--- src/rtl/fifo_rd_ctrl.sv ---
// fifo_rd_ctrl: pops a 1-cycle-latency FIFO into a skid buffer feeding a valid/ready stream; FIFO_RD_CNT_EN adds an accepted-beat counter.
// rd_en -> m_valid is 2 cycles; m_ready low holds the head and throttles reads once buffered + in-flight words fill the buffer.
module fifo_rd_ctrl #(
   parameter int DATA_WIDTH = 8,
   parameter int BUF_DEPTH  = 2,
   parameter int CNT_WIDTH  = 16
) (
   input  logic                  clk,
   input  logic                  rst_,
   input  logic                  enable,
   input  logic                  fifo_empty,
   input  logic [DATA_WIDTH-1:0] fifo_dout,
   output logic                  fifo_rd_en,
   output logic                  m_valid,
   input  logic                  m_ready,
   output logic [DATA_WIDTH-1:0] m_data,
   output logic                  busy,
   output logic [CNT_WIDTH-1:0]  rd_count
);
   localparam int PW = $clog2(BUF_DEPTH);
   localparam int OW = $clog2(BUF_DEPTH + 1);
   localparam logic [OW-1:0] DEPTH_O = OW'(BUF_DEPTH);
   localparam logic [PW-1:0] LAST_P  = PW'(BUF_DEPTH - 1);

   typedef enum logic [1:0] {IDLE, RUN, DRAIN} state_t;

   state_t                state, state_nxt;
   logic [DATA_WIDTH-1:0] buf_mem [BUF_DEPTH];
   logic [PW-1:0]         head, tail;
   logic [OW-1:0]         occ;
   logic [OW:0]           fill;
   logic                  inflight;
   logic                  push, pop;

   assign push     = inflight;
   assign pop      = m_valid && m_ready;
   assign fill     = {1'b0, occ} + {{OW{1'b0}}, inflight};
   assign m_valid  = (occ != '0);
   assign m_data   = buf_mem[head];
   assign busy     = (state != IDLE);

   // A pop this cycle frees the slot the new read lands in, so m_ready feeds rd_en directly.
   assign fifo_rd_en = (state == RUN) && !fifo_empty && ((fill < {1'b0, DEPTH_O}) || pop);

   always_comb begin
      state_nxt = state;
      case (state)
         IDLE:    if (enable) state_nxt = RUN;
         RUN:     if (!enable) state_nxt = DRAIN;
         DRAIN: begin
            if (enable)                         state_nxt = RUN;
            else if (occ == '0 && !inflight)    state_nxt = IDLE;
         end
         default: state_nxt = IDLE;
      endcase
   end

   always_ff @(posedge clk or negedge rst_) begin
      if (!rst_) begin
         state    <= IDLE;
         inflight <= 1'b0;
         occ      <= '0;
         head     <= '0;
         tail     <= '0;
         for (int i = 0; i < BUF_DEPTH; i++) buf_mem[i] <= '0;
      end else begin
         state    <= state_nxt;
         inflight <= fifo_rd_en;
         if (push) begin
            buf_mem[tail] <= fifo_dout;
            tail          <= (tail == LAST_P) ? '0 : tail + 1'b1;
         end
         if (pop) head <= (head == LAST_P) ? '0 : head + 1'b1;
         if (push && !pop)      occ <= occ + 1'b1;
         else if (!push && pop) occ <= occ - 1'b1;
      end
   end

   a_no_overflow: assert property (@(posedge clk) disable iff (!rst_)
      !(push && !pop && occ == DEPTH_O));

`ifdef FIFO_RD_CNT_EN
   logic [CNT_WIDTH-1:0] cnt_q;

   always_ff @(posedge clk or negedge rst_) begin
      if (!rst_)    cnt_q <= '0;
      else if (pop) cnt_q <= cnt_q + 1'b1;
   end

   assign rd_count = cnt_q;
`else
   assign rd_count = '0;
`endif

endmodule
--- config.mk ---
export PLATFORM = sky130hd
export DESIGN_NAME = fifo_rd_ctrl
export DESIGN_NICKNAME = d
export VERILOG_FILES = /design/src/rtl/fifo_rd_ctrl.sv
export SDC_FILE = /design/constraint.sdc
export NUM_CORES = 1
export LEC_CHECK = 0
export CAP_MARGIN = 20
export CORE_MARGIN = 2
export CORE_UTILIZATION = 35
export CTS_CLUSTER_DIAMETER = 200
export DETAILED_ROUTE_END_ITERATION = 8
export MAX_ROUTING_LAYER = met4
export SLEW_MARGIN = 0
export SYNTH_ARGS = -nofsm -noshare
export SYNTH_HDL_FRONTEND = slang
export SYNTH_SLANG_ARGS = --single-unit
export TNS_END_PERCENT = 30
--- constraint.sdc ---
create_clock -name clk -period 1.7 [get_ports clk]
set_clock_uncertainty 0.15 [all_clocks]
set_input_delay 0.34 -clock clk [delete_from_list [all_inputs] [get_ports clk]]
set_output_delay 0.34 -clock clk [all_outputs]
set_load 0.01 [all_outputs]
Word level (Yosys, flattened, before mapping)
Cells that the tools add are included.

word-level totals
  bits in registers = 23
  bits in latches = 0
  bits in writable memories = 0
  bits in read-only memories = 0
  input bits = 13
  output and inout port bits = 27
  logic and storage cells = 55
  memories = 0

operators by class
  add/subtract/negate cells = 5
  multiply operators = 0
  div/mod/pow operators = 0
  $lt $le $gt $ge = 4
  equal/unequal tests = 5
  shifts and indexed selects = 0
  multiplexer cells = 15
  bitwise gates (word level) = 2
  reduce and logical (&&, ||, !) cells = 17

operators by type and width
  kind                                                                   number
  8-bit two-way mux                                                      4
  16-bit bitwise mux                                                     1
  2-bit two-way mux                                                      6
  8-bit demux with 1-bit select                                          1
  1-bit logical AND                                                      7
  2-bit case mux with 3 select lines                                     1
  2-bit nonzero test                                                     3
  2-bit >= comparator (second input constant)                            2
  2-bit logical NOT                                                      2
  2-bit != test (second input constant)                                  2
  1-bit inverter with 2-bit output                                       2
  2-bit by 1-bit adder with 3-bit output                                 1
  1-bit logical NOT                                                      3
  3-bit by 2-bit < comparator with 1-bit output (second input constant)  1
  3-bit != test (second input constant)                                  1
  3-bit AND reduction                                                    1
  1-bit adder (second input constant)                                    2
  2-bit by 1-bit adder with 2-bit output (second input constant)         1
  2-bit by 1-bit == test with 1-bit output (second input constant)       1
  2-bit == test (second input constant)                                  1
  2-bit by 1-bit < comparator with 1-bit output (second input constant)  1
  1-bit two-way mux                                                      2
  2-bit by 1-bit subtractor with 2-bit output (second input constant)    1
  1-bit logical OR                                                       1

Depth between registers and ports, before layout
Gate-level depths: netlist of run 1.

  depth after elaboration = 6
  depth in mapped cells = 6
  gate-level depth less buffers = 6

Least setup slack after synthesis of run 1
OpenSTA, ideal clock, no wires.

  path type = register -> register
  from = register occ[0]
  to = register occ[1]
  setup time = 125 ps
  data arrival time = 1,322 ps
  required time = 1,425 ps
  slack = 103 ps
  stages on the path, launching flop included = 7
  path buffers = 0
  clock period less this slack = 1,597 ps
  path through = dfrtp_1 -> or2_2 -> nand2_1 -> ha_1 -> xor2_1 -> nor2_1 -> xor2_1

on the way
  longest elaborated chain between the ends = 5
  elaborated cells on any way between the ends = 10
  classes of those cells = add/sub (2); mux (2); reduce/logical (6)

ends and longest elaborated chain
  what                                                     RTL line  RTL
  start: declaration                                       30        logic [OW-1:0] occ;
  start signal: assignment                                 74        if (push && !pop) occ <= occ + 1'b1;
  start signal: assignment                                 75        else if (!push && pop) occ <= occ - 1'b1;
  2-bit nonzero test (*)                                   38        assign m_valid = (occ != '0);
  via m_valid                                              14        output logic m_valid,
  1-bit logical AND (*)                                    36        assign pop = m_valid && m_ready;
  1-bit logical NOT                                        74
  1-bit logical AND                                        74
  2-bit two-way mux or 2-bit nonzero test (tied branches)  n/a

The timed path passes the listed nets; every way through them passes the cells marked *. The select of a mux whose other input is x is not followed.
A chain may end at the register's enable or synchronous reset.

Worst setup path after layout of run 1
  from = register head
  to = output port m_data[7]

on the way
  longest elaborated chain between the ends = 4

ends and longest elaborated chain
  what                                                    RTL line  RTL
  start: declaration                                      29        logic [PW-1:0] head, tail;
  start signal: assignment                                73        if (pop) head <= (head == LAST_P) ? '0 : head + 1'b1;
  1-bit inverter with 2-bit output (implied by the code)  39        assign m_data = buf_mem[head];
  8-bit two-way mux (implied by the code) (3 in series)   39
  end: declaration                                        16        output logic [DATA_WIDTH-1:0] m_data,

Every way passes these cells. The select of a mux whose other input is x is not followed.

==> results.toml, run 1 <==
[floorplan]
die_area_um2 = 3806
initial_core_util_pct = 37.54
rows = 20
core_um2 = 3103
boundaryPins = 40
die_w_um = 61.69
die_height_um = 61.69

[yosys]
ys_warn_count = 0
ys_seq_area_share_pct = 49.41
syn_area_um2 = 1165
synthCells = 86
synth_cell_types = 21
avgSynthCellArea_um2 = 13.54
ys_ff_latch = 23

[outcome]
status = "finished with violations"
violations = "negative setup slack"

[worst_setup_path]
reg2reg_depth = 7
start_kind = "flop"
r2r-start = "occ[1]"
cp.arrival_ps = 1310
worstPathRequired_ps = 1210
r2r_end = "occ[1]"
path_class = "reg2out"
reg2reg_slack_ps = 50
worst_setup_path_end_kind = "output pin"
critPathMaxFanout = 5

[final_layout]
antennaDiodeCount = 0
nets = 134
final_cell_area_um2 = 1495
syn_to_final_growth_pct = 28.36
drive_gt1_share_pct = 46.22

[cts]
clock_latency_ps = 310
ctsHoldBuffers = 0
clkTransAtPathRegs_ps = 130
h-tree-depth = 1
clockBufferDepth = 2
numCtsBuffers = 3
cts_tree = "yes"
root_buffer = "clkbuf_4"
cts_sinks = 23

[detailed_routing]
vias = 694
antenna_left = 0
wl_per_cell_um = 12.15
drtIter0Drc = 7
drc = 0
first_pass_iters = 3
vias_per_cell = 4.258
drt-total-wl_mm = 1.981

[sta]
hold_viol_final = 0
whs_ps = 212.0
period_share_pct = 105.9
fmaxAchievable_ghz = 0.5552
rsz0062_at_grt = "yes"
period_needed_ps = 1801
finalMaxSlewViolations = 0
setup_ws_ps = -101.1
setup_viol_count_final = 10

[job]
cap_violations = 0

[grt]
grt_pass1_vias = 678
grt_usage_pct = 11.37
grt_pass1_wl_mm = 3.036
grt_overflow = 0
antenna_found_initial = 0
grt_max_degree = 24

[pwr]
peakVddDrop_mv = 0.6661
p_leak_nw = 0.6916
powerDensity_nw_per_um2 = 1710

[hold_path]
min_path_type = "in2async"

[place]
place.detailed.hpwl_mm = 1.350
gp_congestion = 0.6418
io_buffer_count = 23
dpl_cell_area_um2 = 1406
==> how the worst max path moves through the flow <==
stage	start	endpoint	slack (ps)	depth (start not counted)
final	head	m_data[7]	-100	3
after global routing	head	m_data[3]	-150	3
after CTS	head	m_data[7]	-110	3
after detailed placement	m_ready	fifo_rd_en	-450	4
after global placement	m_ready	fifo_rd_en	-420	4
after floorplan	occ[0]	occ[1]	100	6
==> cell usage after synthesis <==
cell type / n / share of area (%)
nor3_1: 1 / 0.43
xnor2_1: 2 / 1.5
or2_2: 2 / 1.1
buf_2: 1 / 0.43
o21ai_0: 1 / 0.43
nor2b_4: 1 / 1.2
ha_1: 1 / 1.1
a21boi_0: 1 / 0.64
nand2_1: 1 / 0.32
nand2b_1: 1 / 0.54
dfrtp_1: 23 / 49
mux2_2: 16 / 15
conb_1: 1 / 0.32
nor2b_1: 1 / 0.54
a21oi_1: 2 / 0.86
xor2_1: 3 / 2.3
mux2_4: 8 / 10
nand2_2: 1 / 0.54
buf_4: 16 / 10
buf_12: 1 / 1.7
nor2_1: 2 / 0.64
==> stage by stage <==
step                      instances  setup TNS, ps  util, %  power (mW)  setup slack [ps]
after global placement          156          -2393    45.32       2.108            -425.0
after global routing            163          -1342    48.19       2.729            -151.2
after floorplan                 101              0        -       1.656             102.8
after CTS                       163         -888.0    47.50       2.554            -105.6
after detailed placement        156          -2560    45.32       2.140            -449.7
final                           163         -761.3    48.19       2.557            -101.1
==> final cells by class <==
cell class / count / area, um2
Tap cell: 44 / 55.05
Multi-Input combinational cell: 60 / 521.8
Fill cell: 319 / 1608
Timing Repair Buffer: 32 / 314.1
Clock buffer: 3 / 22.52
Clock inverter: 1 / 5.005
Sequential cell: 23 / 576.8
==> cell families (layout without fill, tap and decap cells) <==
logic type / after synthesis / in the layout / synth area share, %
buffers and inverters: 18 / 36 / 12.46
muxes: 24 / 24 / 25.78
AOI/OAI and AO/OA: 4 / 4 / 1.933
adders and majority gates: 1 / 1 / 1.074
other: 1 / 16 / 0.3219
xor gates and xnor gates: 5 / 5 / 3.760
and+or+nand+nor: 10 / 10 / 5.263
DFF: 23 / 23 / 49.41
==> sequential cells by signal, indices dropped and copies added, names as in the netlist <==
register / flops
buf_mem: 16
head: 1
inflight: 1
occ: 2
state: 2
tail: 1
==> critical path: stages (launching register included) <==
cell and delay (ps):
dfrtp_2 440, buf_6 140, mux2_4 300, buf_6 120
==> cells in the final DEF, fill, tap and decap left out, types with 2 or more instances in the layout <==
| cell type | instances |
|---|---|
| dfrtp_1 | 22 |
| conb_1 | 16 |
| a21oi_1 | 2 |
| or2_4 | 2 |
| nor2_1 | 2 |
| mux2_4 | 9 |
| clkbuf_4 | 3 |
| buf_2 | 2 |
| xor2_1 | 3 |
| xnor2_1 | 2 |
| buf_6 | 13 |
| mux2_2 | 15 |
| clkdlybuf4s50_1 | 12 |
| buf_4 | 5 |
==> where the power goes <==
group | total (mW) | switching [mW] | internal, mW
combinational | 1.36 | 0.468 | 0.889
sequential | 0.943 | 0.144 | 0.800
clock | 0.257 | 0.169 | 0.0879
total | 2.56 | 0.781 | 1.78
==> what timing repair did <==
item,4_1_cts,5_1_grt
setup buffers,3,0
setup endpoints to repair,12,12
pin swaps,0,3
resized for setup,59,5
==> layer usage <==
layer  wire [um]  share of wire (%)  global-route usage (%)
met5           0                  0                       -
met2         945                 48                   18.20
met4          16               0.81                   2.736
met3         143                7.2                   3.313
met1         876                 44                   14.25
(Power assumes the default switching activity.)
==> inputs of run 2 (changes only) <==
--- a/config.mk
+++ b/config.mk
@@ -5,6 +5,7 @@
 export SDC_FILE = /design/constraint.sdc
 export NUM_CORES = 1
 export LEC_CHECK = 0
+export ABC_AREA = 1
 export CAP_MARGIN = 20
 export CORE_MARGIN = 2
 export CORE_UTILIZATION = 35
==> results.toml, run 2 <==
[floorplan]
core_um2 = 3311
initial_core_util_pct = 36.13
boundaryPins = 40
rows = 21
die_w_um = 62.46
die_height_um = 62.46
die_area_um2 = 3901

[cts]
h-tree-depth = 1
numCtsBuffers = 3
ctsHoldBuffers = 0
clockBufferDepth = 2
clock_latency_ps = 320
cts_sinks = 23
cts_tree = "yes"
clkTransAtPathRegs_ps = 130
root_buffer = "clkbuf_4"

[final_layout]
mostFrequentLayoutCells = "nand2_1, dfrtp_1, conb_1"
nets = 195
drive_gt1_share_pct = 29.44
final_common_cell = "nand2_1"
largestRegisters = "buf_mem x16, occ x2, state x2"
final_util_pct = 46.11
regMostFlops = "buf_mem"
syn_to_final_growth_pct = 27.61
final_cell_area_um2 = 1526
largest_reg_flops = 16
antennaDiodeCount = 0

[worst_setup_path]
endpoint = "m_data[7]"
start_kind = "flop"
r2r-start = "occ[0]"
reg2reg_slack_ps = 270
critPathMaxFanout = 5
worst_setup_path_end_kind = "output pin"
startpoint = "head"
worstPathRequired_ps = 1210
path_class = "reg2out"
reg2reg_depth = 8
r2r_end = "occ[1]"
cp.arrival_ps = 1170

[grt]
grt_overflow = 0
antenna_found_initial = 0
grt_max_degree = 24
grt_pass1_wl_mm = 3.808
grt_usage_pct = 12.24
grt_pass1_vias = 883

[yosys]
synth_top_cell_area_share_pct = 48.12
yosysMostFrequentCell = "nand2_1"
synthTopCellsByCount = "nand2_1, dfrtp_1, buf_4"
synthFlopType = "dfrtp_1"
synthArstFlopShare_pct = 100.0
ys_seq_area_share_pct = 48.12
avgSynthCellArea_um2 = 8.365
synthCells = 143
syn_area_um2 = 1196
synth_edf_count = 0
ys_ff_latch = 23
ys_warn_count = 0
synth_largest_area_cell = "dfrtp_1"
synthTopCellsByArea = "dfrtp_1, nand2_1, buf_4"
synth_cell_types = 24

[hold_path]
min_path_type = "in2async"

[pwr]
clkPwrFrac_pct = 10.5
total_power_mw = 2.419
sw_frac_of_total_pct = 39.20
powerDensity_nw_per_um2 = 1585
peakVddDrop_mv = 0.6847
p_leak_nw = 0.8193
combPwrFrac_pct = 50.5
p_int_mw = 1.471
switching_power_mw = 0.9481
p_seq_share_pct = 39.0

[detailed_routing]
vias = 941
wl_per_cell_um = 9.779
vias_per_cell = 4.164
drc = 0
drtIter0Drc = 31
antenna_left = 0
first_pass_iters = 4
drt-total-wl_mm = 2.210

[outcome]
status = "complete, no violations"

[sta]
hold_viol_final = 0
rsz0062_at_grt = "yes"
period_share_pct = 97.70
setup_tns_ps = 0
finalMaxSlewViolations = 0
setup_ws_ps = 39.17
period_needed_ps = 1661
setup_viol_count_final = 0
fmaxAchievable_ghz = 0.6021

[place]
gp_congestion = 0.7109
place.detailed.hpwl_mm = 1.625
dpl_cell_area_um2 = 1478
dp_worst_setup_slack_ps = -351.3
io_buffer_count = 23

[job]
cap_violations = 0
## run 2: changes by cell type after synthesis, moves of 3 or more
cell | before | now
inv_1 | 0 | 14
o21ai_2 | 0 | 8
mux2_2 | 16 | 0
o21ai_0 | 1 | 8
xor2_1 | 3 | 0
nand3_1 | 0 | 3
nand2_1 | 1 | 52
mux2_4 | 8 | 0
## run 2: cell families (layout without fill, tap and decap cells)
| logic type | count (synthesis) | in the layout | synth area share [%] |
|---|---|---|---|
| AOI/OAI and AO/OA | 18 | 18 | 10.04 |
| xor gates and xnor gates | 1 | 1 | 0.7324 |
| adders and majority gates | 1 | 1 | 1.046 |
| buffers and inverters | 36 | 58 | 18.41 |
| DFF | 23 | 23 | 48.12 |
| other | 1 | 16 | 0.3135 |
| and+or+nand+nor | 63 | 63 | 21.34 |
## run 2: worst min-delay path by stage
| stage | cells after the start | end | from |
|---|---|---|---|
| final | 2 | occ[0] | rst_ |
| after detailed placement | 2 | occ[1] | occ[1] |
| after global placement | 2 | occ[1] | occ[1] |
| after floorplan | 0 | buf_mem[0] | rst_ |
| after global routing | 2 | occ[1] | rst_ |
| after CTS | 2 | occ[1] | rst_ |
## run 2: worst max-delay path, stage by stage (launching register included)
cell and delay [ps]:
dfrtp_1 410, clkinv_2 80, buf_6 130, nand2_1 50, nand2_1 50, buf_2 130
## run 2: final cells by class
type | instances | area (um2)
tap | 46 | 57.56
sequential | 23 | 575.6
fill | 363 | 1784
inverter | 16 | 61.31
timing repair buffer | 38 | 316.6
multi-input combinational | 99 | 488.0
clock buffer | 3 | 22.52
clock inverter | 1 | 5.005
## run 2: power groups by stage
stage	clock [mW]	sequential, mW	combinational (mW)
floorplan	0	0.911	0.699
detailed placement	0	0.937	1.23
global placement	0	0.926	1.20
CTS	0.265	0.930	1.10
global route	0.289	0.979	1.37
finish	0.254	0.944	1.22
## run 2: metal layers
metal | global-route usage [%] | vias up | share of wire, %
li1 | - | 481 | -
met1 | 15.58 | 425 | 46
met2 | 20.30 | 32 | 47
met3 | 1.982 | 3 | 5.9
met4 | 3.333 | 0 | 1.2
met5 | - | - | 0
## run 2: stage by stage
| step | hold WS, ps | cells |
|---|---|---|
| 2_1_floorplan | -105.6 | 158 |
| 3_3_place_gp | 306.7 | 220 |
| 3_5_place_dp | 318.4 | 220 |
| 4_1_cts | 214.9 | 225 |
| 5_1_grt | 225.5 | 226 |
| 6_report | 209.6 | 226 |
## run 2: repair_timing
action | CTS | global route
gates resized for setup | 42 | 19
pin swaps | 0 | 3
gates cloned | 0 | 0
endpoints found under the setup margin | 11 | 11
buffers inserted | 1 | 1
